==> config.mk <==
export PLATFORM = sky130hd
export DESIGN_NAME = udp_tx_arbiter_flat
export DESIGN_NICKNAME = d
export VERILOG_FILES = /design/src/rtl/udp_tx_arbiter_if.sv /design/src/rtl/udp_tx_arbiter.sv /design/src/flat_wrapper.sv
export SDC_FILE = /design/constraint.sdc
export NUM_CORES = 1
export LEC_CHECK = 0
export BUFFER_PORTS_ARGS = -buffer_cell sky130_fd_sc_hd__buf_2
export CORE_MARGIN = 2
export CORE_UTILIZATION = 36
export CTS_CLUSTER_SIZE = 28
export DETAILED_ROUTE_END_ITERATION = 8
export PLACE_DENSITY = 0.9
export RECOVER_POWER = 50
export SLEW_MARGIN = 10
export SYNTH_ARGS = -nofsm -noshare
export SYNTH_HDL_FRONTEND = slang
export SYNTH_SLANG_ARGS = --single-unit
==> constraint.sdc <==
create_clock -name clock -period 2 [get_ports clock]
set_clock_uncertainty 0.2 [all_clocks]
set_input_delay 0.2 -clock clock [delete_from_list [all_inputs] [get_ports clock]]
set_output_delay 0.2 -clock clock [all_outputs]
set_load 0.05 [all_outputs]
==> src/rtl/udp_tx_arbiter_if.sv <==
// Bundles the per-source UDP header/payload channels and the shared transmit channel.
// 'master' is the arbiter's view, 'slave' the view of the sources and the stack.
interface udp_tx_arbiter_if #(
  parameter int unsigned N_SRC = 2
);
  logic [N_SRC-1:0]    src_hdr_valid;
  logic [N_SRC-1:0]    src_hdr_ready;
  logic [16*N_SRC-1:0] src_dest_port;
  logic [16*N_SRC-1:0] src_length;
  logic [8*N_SRC-1:0]  src_tdata;
  logic [N_SRC-1:0]    src_tvalid;
  logic [N_SRC-1:0]    src_tlast;
  logic [N_SRC-1:0]    src_tuser;
  logic [N_SRC-1:0]    src_tready;

  logic                tx_udp_hdr_valid;
  logic                tx_udp_hdr_ready;
  logic [15:0]         tx_udp_dest_port;
  logic [15:0]         tx_udp_length;
  logic [7:0]          tx_udp_payload_tdata;
  logic                tx_udp_payload_tvalid;
  logic                tx_udp_payload_tlast;
  logic                tx_udp_payload_tuser;
  logic                tx_udp_payload_tready;

  modport master (
    input  src_hdr_valid, src_dest_port, src_length,
    input  src_tdata, src_tvalid, src_tlast, src_tuser,
    output src_hdr_ready, src_tready,
    output tx_udp_hdr_valid, tx_udp_dest_port, tx_udp_length,
    output tx_udp_payload_tdata, tx_udp_payload_tvalid, tx_udp_payload_tlast,
    output tx_udp_payload_tuser,
    input  tx_udp_hdr_ready, tx_udp_payload_tready
  );

  modport slave (
    output src_hdr_valid, src_dest_port, src_length,
    output src_tdata, src_tvalid, src_tlast, src_tuser,
    input  src_hdr_ready, src_tready,
    input  tx_udp_hdr_valid, tx_udp_dest_port, tx_udp_length,
    input  tx_udp_payload_tdata, tx_udp_payload_tvalid, tx_udp_payload_tlast,
    input  tx_udp_payload_tuser,
    output tx_udp_hdr_ready, tx_udp_payload_tready
  );
endinterface

==> src/rtl/udp_tx_arbiter.sv <==
// Round-robin arbiter sharing one UDP transmit path between N_SRC sources.
// A grant is taken on a header request and held until the tlast payload beat completes.
module udp_tx_arbiter #(
  parameter int unsigned N_SRC = 2,
  parameter int unsigned IDX_W = 3
) (
  input  logic             clock,
  input  logic             reset,
  udp_tx_arbiter_if.master bus,
  output logic             grant_active,
  output logic [IDX_W-1:0] grant_idx,
  output logic [15:0]      frame_count
);

  typedef enum logic [1:0] {StIdle, StHdr, StPayload} state_e;

  state_e             state_q, state_d;
  logic [IDX_W-1:0]   rr_ptr_q, rr_ptr_d;
  logic [IDX_W-1:0]   grant_idx_q, grant_idx_d;
  logic               grant_active_q, grant_active_d;
  logic [15:0]        frame_count_q, frame_count_d;
  logic [IDX_W-1:0]   winner;
  logic [N_SRC-1:0]   req_rot;
  logic [N_SRC-1:0]   gnt_oh;
  logic               sel_hdr_valid, sel_tvalid, sel_tlast;

  // Rotate requests so rr_ptr lands on bit 0; the lowest set bit is the winner's offset.
  always_comb begin
    int unsigned sum;
    req_rot = N_SRC'({bus.src_hdr_valid, bus.src_hdr_valid} >> rr_ptr_q);
    sum = 32'(rr_ptr_q);
    for (int k = int'(N_SRC) - 1; k >= 0; k--) begin
      if (req_rot[k]) sum = 32'(rr_ptr_q) + 32'(k);
    end
    if (sum >= N_SRC) sum = sum - N_SRC;
    winner = IDX_W'(sum);
  end

  assign gnt_oh = N_SRC'(1) << grant_idx_q;

  always_comb begin
    bus.tx_udp_dest_port     = '0;
    bus.tx_udp_length        = '0;
    bus.tx_udp_payload_tdata = '0;
    bus.tx_udp_payload_tuser = 1'b0;
    sel_hdr_valid            = 1'b0;
    sel_tvalid               = 1'b0;
    sel_tlast                = 1'b0;
    for (int i = 0; i < int'(N_SRC); i++) begin
      if (gnt_oh[i]) begin
        bus.tx_udp_dest_port     = bus.src_dest_port[16*i +: 16];
        bus.tx_udp_length        = bus.src_length[16*i +: 16];
        bus.tx_udp_payload_tdata = bus.src_tdata[8*i +: 8];
        bus.tx_udp_payload_tuser = bus.src_tuser[i];
        sel_hdr_valid            = bus.src_hdr_valid[i];
        sel_tvalid               = bus.src_tvalid[i];
        sel_tlast                = bus.src_tlast[i];
      end
    end
  end

  assign bus.tx_udp_payload_tlast = sel_tlast;

  always_comb begin
    int unsigned nxt;
    state_d               = state_q;
    rr_ptr_d              = rr_ptr_q;
    grant_idx_d           = grant_idx_q;
    grant_active_d        = grant_active_q;
    frame_count_d         = frame_count_q;
    bus.tx_udp_hdr_valid      = 1'b0;
    bus.tx_udp_payload_tvalid = 1'b0;
    bus.src_hdr_ready         = '0;
    bus.src_tready            = '0;
    nxt = 32'(grant_idx_q) + 1;
    if (nxt >= N_SRC) nxt = 0;

    case (state_q)
      StIdle: begin
        if (|bus.src_hdr_valid) begin
          state_d        = StHdr;
          grant_idx_d    = winner;
          grant_active_d = 1'b1;
        end
      end
      StHdr: begin
        bus.tx_udp_hdr_valid = sel_hdr_valid;
        bus.src_hdr_ready    = gnt_oh & {N_SRC{bus.tx_udp_hdr_ready}};
        if (sel_hdr_valid && bus.tx_udp_hdr_ready) state_d = StPayload;
      end
      StPayload: begin
        bus.tx_udp_payload_tvalid = sel_tvalid;
        bus.src_tready            = gnt_oh & {N_SRC{bus.tx_udp_payload_tready}};
        if (sel_tvalid && bus.tx_udp_payload_tready && sel_tlast) begin
          state_d        = StIdle;
          rr_ptr_d       = IDX_W'(nxt);
          frame_count_d  = frame_count_q + 16'd1;
          grant_active_d = 1'b0;
        end
      end
      default: state_d = StIdle;
    endcase
  end

  always_ff @(posedge clock or negedge reset) begin
    if (!reset) begin
      state_q        <= StIdle;
      rr_ptr_q       <= '0;
      grant_idx_q    <= '0;
      grant_active_q <= 1'b0;
      frame_count_q  <= '0;
    end else begin
      state_q        <= state_d;
      rr_ptr_q       <= rr_ptr_d;
      grant_idx_q    <= grant_idx_d;
      grant_active_q <= grant_active_d;
      frame_count_q  <= frame_count_d;
    end
  end

  assign grant_active = grant_active_q;
  assign grant_idx    = grant_idx_q;
  assign frame_count  = frame_count_q;

endmodule

==> src/flat_wrapper.sv <==
// flat-port wrapper written by rule: the top's interface ports become plain ports
module udp_tx_arbiter_flat 
#(
  parameter int unsigned N_SRC = 2,
  parameter int unsigned IDX_W = 3
)
  (clock, reset, grant_active, grant_idx, frame_count, bus_src_hdr_valid, bus_src_dest_port, bus_src_length, bus_src_tdata, bus_src_tvalid, bus_src_tlast, bus_src_tuser, bus_src_hdr_ready, bus_src_tready, bus_tx_udp_hdr_valid, bus_tx_udp_dest_port, bus_tx_udp_length, bus_tx_udp_payload_tdata, bus_tx_udp_payload_tvalid, bus_tx_udp_payload_tlast, bus_tx_udp_payload_tuser, bus_tx_udp_hdr_ready, bus_tx_udp_payload_tready);
  udp_tx_arbiter_if #(.N_SRC(N_SRC)) bus_i ();
  input  logic clock;
  input  logic reset;
  output logic grant_active;
  output logic [IDX_W-1:0] grant_idx;
  output logic [15:0] frame_count;
  input wire logic [$bits(bus_i.src_hdr_valid)-1:0] bus_src_hdr_valid;
  input wire logic [$bits(bus_i.src_dest_port)-1:0] bus_src_dest_port;
  input wire logic [$bits(bus_i.src_length)-1:0] bus_src_length;
  input wire logic [$bits(bus_i.src_tdata)-1:0] bus_src_tdata;
  input wire logic [$bits(bus_i.src_tvalid)-1:0] bus_src_tvalid;
  input wire logic [$bits(bus_i.src_tlast)-1:0] bus_src_tlast;
  input wire logic [$bits(bus_i.src_tuser)-1:0] bus_src_tuser;
  output wire logic [$bits(bus_i.src_hdr_ready)-1:0] bus_src_hdr_ready;
  output wire logic [$bits(bus_i.src_tready)-1:0] bus_src_tready;
  output wire logic [$bits(bus_i.tx_udp_hdr_valid)-1:0] bus_tx_udp_hdr_valid;
  output wire logic [$bits(bus_i.tx_udp_dest_port)-1:0] bus_tx_udp_dest_port;
  output wire logic [$bits(bus_i.tx_udp_length)-1:0] bus_tx_udp_length;
  output wire logic [$bits(bus_i.tx_udp_payload_tdata)-1:0] bus_tx_udp_payload_tdata;
  output wire logic [$bits(bus_i.tx_udp_payload_tvalid)-1:0] bus_tx_udp_payload_tvalid;
  output wire logic [$bits(bus_i.tx_udp_payload_tlast)-1:0] bus_tx_udp_payload_tlast;
  output wire logic [$bits(bus_i.tx_udp_payload_tuser)-1:0] bus_tx_udp_payload_tuser;
  input wire logic [$bits(bus_i.tx_udp_hdr_ready)-1:0] bus_tx_udp_hdr_ready;
  input wire logic [$bits(bus_i.tx_udp_payload_tready)-1:0] bus_tx_udp_payload_tready;
  assign bus_i.src_hdr_valid = bus_src_hdr_valid;
  assign bus_i.src_dest_port = bus_src_dest_port;
  assign bus_i.src_length = bus_src_length;
  assign bus_i.src_tdata = bus_src_tdata;
  assign bus_i.src_tvalid = bus_src_tvalid;
  assign bus_i.src_tlast = bus_src_tlast;
  assign bus_i.src_tuser = bus_src_tuser;
  assign bus_src_hdr_ready = bus_i.src_hdr_ready;
  assign bus_src_tready = bus_i.src_tready;
  assign bus_tx_udp_hdr_valid = bus_i.tx_udp_hdr_valid;
  assign bus_tx_udp_dest_port = bus_i.tx_udp_dest_port;
  assign bus_tx_udp_length = bus_i.tx_udp_length;
  assign bus_tx_udp_payload_tdata = bus_i.tx_udp_payload_tdata;
  assign bus_tx_udp_payload_tvalid = bus_i.tx_udp_payload_tvalid;
  assign bus_tx_udp_payload_tlast = bus_i.tx_udp_payload_tlast;
  assign bus_tx_udp_payload_tuser = bus_i.tx_udp_payload_tuser;
  assign bus_i.tx_udp_hdr_ready = bus_tx_udp_hdr_ready;
  assign bus_i.tx_udp_payload_tready = bus_tx_udp_payload_tready;
  udp_tx_arbiter #(.N_SRC(N_SRC), .IDX_W(IDX_W)) u_core (.clock(clock), .reset(reset), .bus(bus_i), .grant_active(grant_active), .grant_idx(grant_idx), .frame_count(frame_count));
endmodule
## Word-level counts from Yosys, hierarchy flattened

Index checks and enable logic that the tools add are counted.

| word-level totals | value |
|---|---|
| word-level logic and storage cells | 59 |
| bits in registers | 25 |
| bits of input ports | 92 |
| bits in latches | 0 |
| memory bits (writable) | 0 |
| output and inout port bits | 68 |
| memories kept | 0 |
| bits in read-only memories | 0 |

| cells by class | value |
|---|---|
| muxes and demuxes | 29 |
| eq/ne operators | 5 |
| reduce and logical (&&, ||, !) cells | 10 |
| $lt $le $gt $ge | 2 |
| $add $sub $neg | 4 |
| $mul | 0 |
| bitwise logic cells | 2 |
| shift-type cells | 2 |
| divide/modulo/power cells | 0 |

Operator list:

| cell | count |
|---|---|
| $mux W16 | 4 |
| $mux W32 | 2 |
| $ge A32 B2 Y1 const B | 1 |
| $add A16 B1 Y16 const B | 1 |
| $mux W8 | 2 |
| $mux W1 | 12 |
| $mux W2 | 5 |
| $add A3 B1 Y4 const B | 2 |
| $mux W3 | 2 |
| $ne A2 B1 Y1 const B | 3 |
| $pmux W2 S3 | 1 |
| $reduce_and A3 Y1 | 2 |
| $and A2 B2 Y2 | 2 |
| $ge A4 B2 Y1 const B | 1 |
| $reduce_and A2 Y1 | 2 |
| $shr A4 B3 Y2 | 1 |
| $logic_and A1 B1 Y1 | 3 |
| $shl A1 B3 Y2 const A | 1 |
| $sub A3 B2 Y3 const B | 1 |
| $eq A2 B1 Y1 const B | 1 |
| $eq A2 B2 Y1 const B | 1 |
| $logic_not A2 Y1 | 1 |
| $pmux W1 S2 | 1 |
| $reduce_bool A2 Y1 | 1 |
| $reduce_or A2 Y1 | 1 |

## Logic depth before layout (Yosys ltp)

Gate-level depths: netlist of the first run.

| logic depth | value |
|---|---|
| word-level depth | 7 |
| gate-level depth with buffers | 6 |
| mapped depth without buffers | 5 |

## Least setup slack after synthesis of the first run

OpenSTA, ideal clock, no wires.

| timing | value |
|---|---|
| path kind | flip-flop to output port |
| start point | register u_core.grant_idx_q[1], in the netlist u_core.grant_idx[1] |
| end point | output port bus_tx_udp_hdr_valid |
| data required time | 1.600 ns |
| slack | -0.718 ns |
| path buffers | 2 |
| cell stages (with the launch flop) | 5 |
| data arrival time | 2.318 ns |
| cell sequence | dfrtp_1 > or2_1 > buf_6 > clkbuf_1 > nor3_1 |

| between the ends | value |
|---|---|
| word-level cells in the longest chain between the ends | 4 |

RTL lines:

| what | RTL line | RTL |
|---|---|---|
| start: declaration | udp_tx_arbiter.sv:19 | `logic [IDX_W-1:0] grant_idx_q, grant_idx_d;` |
| start signal: assignment | udp_tx_arbiter.sv:115 | `grant_idx_q <= grant_idx_d;` |
| $shl A1 B3 Y2 (*) | udp_tx_arbiter.sv:39 | `assign gnt_oh = N_SRC'(1) << grant_idx_q;` |
| $mux W1 | udp_tx_arbiter.sv:50 | `if (gnt_oh[i]) begin` |
| $mux W1 (*) | udp_tx_arbiter.sv:50 |  |
| $mux W1 (*) | udp_tx_arbiter.sv:78 | `case (state_q)` |
| end: declaration | flat_wrapper.sv:23 | `output wire logic [$bits(bus_i.tx_udp_hdr_valid)-1:0] bus_tx_udp_hdr_valid;` |

Mark *: on every way between the ends. The rest lies on a longest branch, timed or not.

## Final worst setup path of the first run

| timing | value |
|---|---|
| start point | register u_core.grant_idx_q[2], in the netlist u_core.grant_idx[2] |
| end point | output port bus_tx_udp_payload_tvalid |

| between the ends | value |
|---|---|
| word-level cells in the longest chain between the ends | 4 |

RTL lines:

| what | RTL line | RTL |
|---|---|---|
| $shl A1 B3 Y2 (*) | udp_tx_arbiter.sv:39 |  |
| $mux W1 | udp_tx_arbiter.sv:50 |  |
| $mux W1 (*) | udp_tx_arbiter.sv:50 |  |
| $mux W1 (*) | udp_tx_arbiter.sv:78 |  |
| end: declaration | flat_wrapper.sv:27 | `output wire logic [$bits(bus_i.tx_udp_payload_tvalid)-1:0] bus_tx_udp_payload_tvalid;` |

Marked as above.

==> metrics.md, run 1 <==
| Metric | Value |
|---|---|
| Status | finished, final reports clean |
| Worst-margin pin slew | 0.6418 ns |
| Clock power share | 7.1% |
| Cell Pwr Density | 1216 nW/um2 |
| Final Hold Viols | 0 |
| Distinct cells, synth | 36 |
| Worst setup SP type | flip-flop |
| H-tree levels | 1 |
| Post-synthesis instance total | 218 |
| Chip width | 78.01 um |
| Worst slew margin | 57.39% |
| WL/cell | 17.21 um |
| Placer Congestion | 0.9095 |
| Clk Latency, worst-skew pair | 0.27 ns |
| Layout cells sized above 1 | 60.26% |
| Ys Warns | 0 |
| Largest net degree at the start of global routing | 28 |
| Flop and latch count out of synthesis | 25 |
| Count of fill cells added during filler insertion | 407 |
| N_diodes | 0 |
| Mean Syn Cell Area | 9.045 um2 |
| Internal | 0.001950 W |
| # setup viols final | 0 |
| DIE AREA | 6086 um2 |
| Nets | 487 |
| Net count after synthesis | 314 |
| FMAX | 0.5038 GHz |
| FP Rows | 26 |
| Number of global-route vias before repair | 2373 |
| CTS root buf | clkbuf_8 |
| Final instance area | 3727 um2 |
| Die height | 78.01 um |
| Busiest grt layer | met2 |
| DP Wirelength | 5463 um |
| Critical path arrival | 1.58 ns |
| Antenna-violating nets left | 0 |
| Crit path time final | 1.985 ns |
| CTS buffer count | 3 |
| Met1 usage | 26.11% |
| Num ports | 160 |
| LEAKAGE | 1.668 nW |
| Gr usage total | 24.14% |
| Met2 global-route usage | 45.00% |
| Sequential share of power | 14.2% |
| DRC | 0 |
| Synthesized cell area | 1972 um2 |
| Type of the worst min-delay path | in2reg |
| Final Slew Violations | 0 |
| Worst-path clk slew | 0.09 ns |
| Max_cap viols | 0 |
| CP required | 1.60 ns |
| Initial antenna violation count | 0 |
| Area after DPL | 3288 um2 |
| First-pass DRT Iterations | 4 |
| Sequential element share of the synthesized area | 31.73% |
| Crit share post-route | 99.25% |
| PortBufs | 159 |
| Net Sw Frac | 56.97% |
| Smallest hold slack | 0.1135 ns |
| Grt total ovfl | 0 |
| Switching pwr | 0.002581 W |
| Area grow syn2layout | 89.02% |
| Global-route wire length before repair | 11640 um |
| Clock sinks | 25 |
| RSZ-0062 raised after global routing | yes |
| Maximum fanout along the worst path | 15 |
| VDD IR max | 0.6898 mV |
| Initial drt markers | 59 |
| CTS tree | done |
| Setup crit end kind | output pin |
| Core footprint | 5205 um2 |
| Via count | 2352 |
| Comb pwr share | 78.7% |
| Kind of critical path | reg2out |
| WL final | 7916 um |
| Met3 Use GR | 5.287% |
| Clock Tree Buf Depth | 2 |
| Vias per inst | 5.113 |
| Starting Density | 37.88% |
cells in the final DEF, fill, tap and decap left out, types with 6 or more instances in the layout:
cell type / n
clkbuf_1: 18
buf_6: 19
nand3_1: 6
mux2i_1: 39
buf_2: 93
nor2_4: 44
nand4_1: 8
xnor2_1: 15
buf_4: 39
nand2_1: 10
dfrtp_1: 21
state kept, by name, summed over array words and instances (netlist names):
signal and cells:
u_core.frame_count 16, u_core.grant_idx 3, u_core.grant_active 1, u_core.state_q 2
u_core.rr_ptr_q 3
cell usage after synthesis:
library cell	count	area (um2)
nor2_1	48	180.2
mux2i_1	43	430.4
dfrtp_1	25	625.6
xnor2_1	15	131.4
nand2_1	10	37.54
nand4_1	8	50.05
nor3_1	7	35.03
buf_2	6	30.03
nand3_1	6	30.03
and3_1	4	25.02
buf_1	4	15.01
ha_1	4	50.05
inv_1	4	15.01
o21ai_0	4	20.02
mux2_2	3	33.78
and2_1	2	12.51
buf_6	2	22.52
mux2i_2	2	27.53
nand2b_1	2	12.51
nor4_4	2	42.54
o31ai_1	2	15.01
a21oi_1	1	5.000
a21oi_2	1	8.760
clkbuf_1	1	3.750
mux2_1	1	11.26
nand3b_1	1	7.510
nand3b_2	1	11.26
nand4bb_1	1	11.26
nor2b_1	1	6.260
nor4_1	1	6.260
nor4b_4	1	23.77
o21ai_1	1	5.000
o22ai_1	1	6.260
or2_1	1	6.260
or3b_1	1	8.760
xor2_1	1	8.760
final timing paths:
check	startpoint	slack [ns]	depth (start not counted)	end
min in group asynchronous	reset	0.29	2	u_core.frame_count[1]
hold reg to reg	u_core.frame_count[15]	0.27	1	u_core.frame_count[15]
hold / removal	bus_tx_udp_payload_tready	0.11	4	u_core.state_q[1]
setup reg to reg	u_core.grant_idx[0]	0.02	5	u_core.frame_count[1]
max in group asynchronous	reset	0.87	2	u_core.grant_idx[1]
setup / recovery	u_core.grant_idx[2]	0.02	4	bus_tx_udp_payload_tvalid
layer usage:
| layer | vias up | share of wire [%] | wire length [um] |
|---|---|---|---|
| li1 | 1097 | - | - |
| met1 | 1115 | 36 | 2823 |
| met2 | 117 | 54 | 4262 |
| met3 | 23 | 6.8 | 542 |
| met4 | 0 | 3.6 | 287 |
| met5 | - | 0 | 0 |
final cells by class:
| class | count | area, um2 | share of cell area (%) |
|---|---|---|---|
| Clock inverter | 1 | 8.758 | 0.2350 |
| Sequential cell | 25 | 630.6 | 16.92 |
| Inverter | 4 | 15.01 | 0.4028 |
| Multi-Input combinational cell | 176 | 1714 | 45.99 |
| Timing Repair Buffer | 181 | 1230 | 33.00 |
| Clock buffer | 3 | 41.29 | 1.108 |
| Tap cell | 70 | 87.58 | 2.350 |
critical path, stage by stage (launching register included):
cell     delay (ns)
dfrtp_2        0.43
or2_4          0.33
buf_12         0.19
nor3_4         0.18
buf_6          0.18
stage by stage:
stage | TNS, ns | total power, W | cells | util [%] | setup WS [ns]
floorplan | -1.439 | 0.003117 | 218 | - | -0.03938
global placement | 0 | 0.003629 | 441 | 63.17 | 0.1389
detailed placement | 0 | 0.003672 | 441 | 63.17 | 0.1045
CTS | -0.6557 | 0.004471 | 452 | 70.14 | -0.04594
global route | -0.2457 | 0.004720 | 460 | 71.61 | -0.05232
finish | 0 | 0.004531 | 460 | 71.61 | 0.01501
what timing repair did:
action	CTS	global route
gates cloned	1	1
hold buffers	2	0
endpoints found under the hold margin	26	0
resized for setup	72	13
pin swaps	6	4
setup buffers	4	8
endpoints found under the setup margin	47	42
power groups by stage:
stage / Clock, W / Sequential (W) / Combinational [W]
after floorplan: 0 / 0.000736 / 0.00238
after global placement: 0 / 0.000654 / 0.00297
after detailed placement: 0 / 0.000664 / 0.00301
after CTS: 0.000325 / 0.000649 / 0.00350
after global routing: 0.000345 / 0.000652 / 0.00372
final: 0.000321 / 0.000643 / 0.00357
cells by family (layout without fill, tap and decap cells):
group | Yosys count | in the layout | synth area share [%]
buf+inv | 17 | 189 | 4.378
simple gates | 97 | 97 | 25.70
compound gates | 10 | 10 | 3.045
mux | 49 | 49 | 25.51
fa+ha+maj | 4 | 4 | 2.538
xor+xnor | 16 | 16 | 7.107
flops | 25 | 25 | 31.73
Note: power is estimated with default switching activity, not from simulation.
==> inputs of run 2 (changes only) <==
clock period = 1.7 ns   (was 2 ns; I/O delays follow)
==> run 2 against run 1 <==
  * The flow now finishes with violations (negative setup slack)
  * Power is 57% higher
  * Sequential cell count stayed put
  * Wire length is 60% higher
  * Global-route usage is 2.9 points higher
  * Design area is 33% higher
  * Sequential power is 17% higher
  * Combinational power is 68% higher
  * Die area stayed put
  * Non-clock buffer count is 42 higher
  * First-iteration DRC count grew to 3.5 times the previous value
  * Critical path depth is 1 higher
==> metrics.md, run 2 (synthesized netlist as in run 1, its figures left out) <==
| Metric | Value |
|---|---|
| Comb pwr share | 84.3% |
| Setup crit end kind | output pin |
| Final instance area | 4940 um2 |
| WL final | 12670 um |
| CTS root buf | clkbuf_8 |
| LEAKAGE | 2.165 nW |
| Num ports | 160 |
| R2r endpoint | u_core.frame_count[14] |
| Worst slew margin | 47.38% |
| Initial antenna violation count | 0 |
| Failing checks | negative setup slack |
| PortBufs | 159 |
| Final Hold Viols | 0 |
| Nets | 529 |
| Core footprint | 5205 um2 |
| Placer Congestion | 0.8379 |
| Clock Tree Buf Depth | 2 |
| N_diodes | 0 |
| First-pass DRT Iterations | 5 |
| Area grow syn2layout | 150.5% |
| Worst setup SP type | flip-flop |
| FP Rows | 26 |
| # setup viols final | 72 |
| Clock power share | 5.1% |
| PnR worst setup slack | -0.3207 ns |
| Status | finished with violations |
| CP required | 1.33 ns |
| Die height | 78.01 um |
| Global-route wire length before repair | 13170 um |
| Worst reg2reg setup slack | -0.32 ns |
| Worst-margin pin slew | 0.7841 ns |
| FMAX | 0.4949 GHz |
| Vias per inst | 5.890 |
| Internal | 0.003462 W |
| DP Wirelength | 5858 um |
| Initial drt markers | 207 |
| Kind of critical path | reg2out |
| WL/cell | 25.24 um |
| Crit share post-route | 118.9% |
| Worst-path clk slew | 0.09 ns |
| DRC | 0 |
| Layout cells sized above 1 | 78.24% |
| Switching pwr | 0.003650 W |
| Clock sinks | 25 |
| Critical path arrival | 1.65 ns |
| Antenna-violating nets left | 0 |
| Grt total ovfl | 0 |
| Hold path depth | 3 |
| Reg2Reg Depth | 5 |
| RSZ-0062 raised after global routing | yes |
| H-tree levels | 1 |
| Sequential share of power | 10.6% |
| CTS tree | done |
| CTS buffer count | 3 |
| Type of the worst min-delay path | in2reg |
| Reg2reg start | u_core.grant_idx[0] |
| Cell Pwr Density | 1440 nW/um2 |
| Final Slew Violations | 0 |
| Number of flip-flops in the largest register | 16 |
| Chip width | 78.01 um |
| Area after DPL | 3541 um2 |
| Most frequent cells in the layout | buf_2 (109), buf_6 (49), nor2_4 (45) |
| Clk Latency, worst-skew pair | 0.27 ns |
| Number of global-route vias before repair | 2648 |
| Min-delay src | bus_tx_udp_hdr_ready |
| DIE AREA | 6086 um2 |
| Gr usage total | 27.01% |
| Setup WS pre-CTS | -0.1564 ns |
| VDD IR max | 1.081 mV |
| Max_cap viols | 0 |
| Hold Crit Endpoint | u_core.state_q[0] |
| Commonest non-fill, non-tap cell in the layout | buf_2 |
| Net Sw Frac | 51.33% |
| Via count | 2957 |
| Maximum fanout along the worst path | 6 |
| Crit path time final | 2.021 ns |
| Largest net degree at the start of global routing | 26 |
| Starting Density | 37.88% |
-- run 2: cell count changes in the layout (fill, tap and decap cells not counted), sizes merged --
cell / delta
buf: +57
inv: -1
clkbuf: -14
-- run 2: timing repair --
item | in CTS | in global routing
pin swaps | 20 | 21
gates resized for setup | 172 | 65
setup endpoints to repair | 69 | 72
gates cloned | 1 | 5
buffers inserted | 5 | 16
endpoints found under the hold margin | 26 | 0
hold buffers | 2 | 0
-- run 2: worst max-delay path by stage --
stage / end / slack [ns] / cells past startpoint / start
CTS: bus_tx_udp_payload_tuser / -0.26 / 5 / u_core.grant_idx[2]
floorplan: u_core.rr_ptr_q[0] / -0.32 / 5 / u_core.grant_idx[2]
detailed placement: u_core.frame_count[8] / -0.16 / 5 / u_core.grant_idx[2]
global placement: u_core.frame_count[9] / -0.11 / 5 / u_core.grant_idx[2]
finish: bus_tx_udp_length[10] / -0.32 / 5 / u_core.grant_idx[2]
global route: u_core.frame_count[7] / -0.39 / 5 / u_core.grant_idx[1]
-- run 2: per-stage QoR --
step / instances / hold WS [ns] / setup TNS [ns] / power, W / util [%]
after floorplan: 218 / -0.3256 / -17.80 / 0.003713 / -
after global placement: 471 / -0.01599 / -2.671 / 0.004474 / 68.03
after detailed placement: 471 / -0.008480 / -4.104 / 0.004554 / 68.03
after CTS: 483 / 0.01743 / -12.49 / 0.005819 / 83.97
after global routing: 502 / 0.08818 / -20.22 / 0.007273 / 94.90
final: 502 / 0.08191 / -17.24 / 0.007112 / 94.90
-- run 2: cell type report --
cell class                      count  area (um2)
Clock buffer                        4       45.04
Fill cell                         142       265.3
Inverter                            4       15.01
Multi-Input combinational cell    176        2212
Sequential cell                    25       629.4
Tap cell                           70       87.58
Timing Repair Buffer              223        1951
-- run 2: power by group through the flow --
stage                     Sequential (W)  Clock, W  Combinational, W
final                           0.000751  0.000364           0.00600
after global routing            0.000755  0.000386           0.00613
after CTS                       0.000729  0.000360           0.00473
after detailed placement        0.000735         0           0.00382
after global placement          0.000730         0           0.00374
after floorplan                 0.000867         0           0.00285
-- run 2: critical path, stage by stage (launching register included) --
cell	delay (ns)
dfrtp_2	0.43
or2_4	0.32
clkbuf_16	0.19
buf_4	0.14
nor2_4	0.11
buf_6	0.18
-- run 2: per-layer routing --
layer / wire length (um) / up-vias / global-route usage [%] / share of wire, %
li1: - / 1193 / - / -
met1: 3869 / 1411 / 30.52 / 31
met2: 6738 / 261 / 52.93 / 53
met3: 1026 / 92 / 3.908 / 8.1
met4: 1035 / 0 / 6.316 / 8.2
met5: 0 / - / 0 / 0
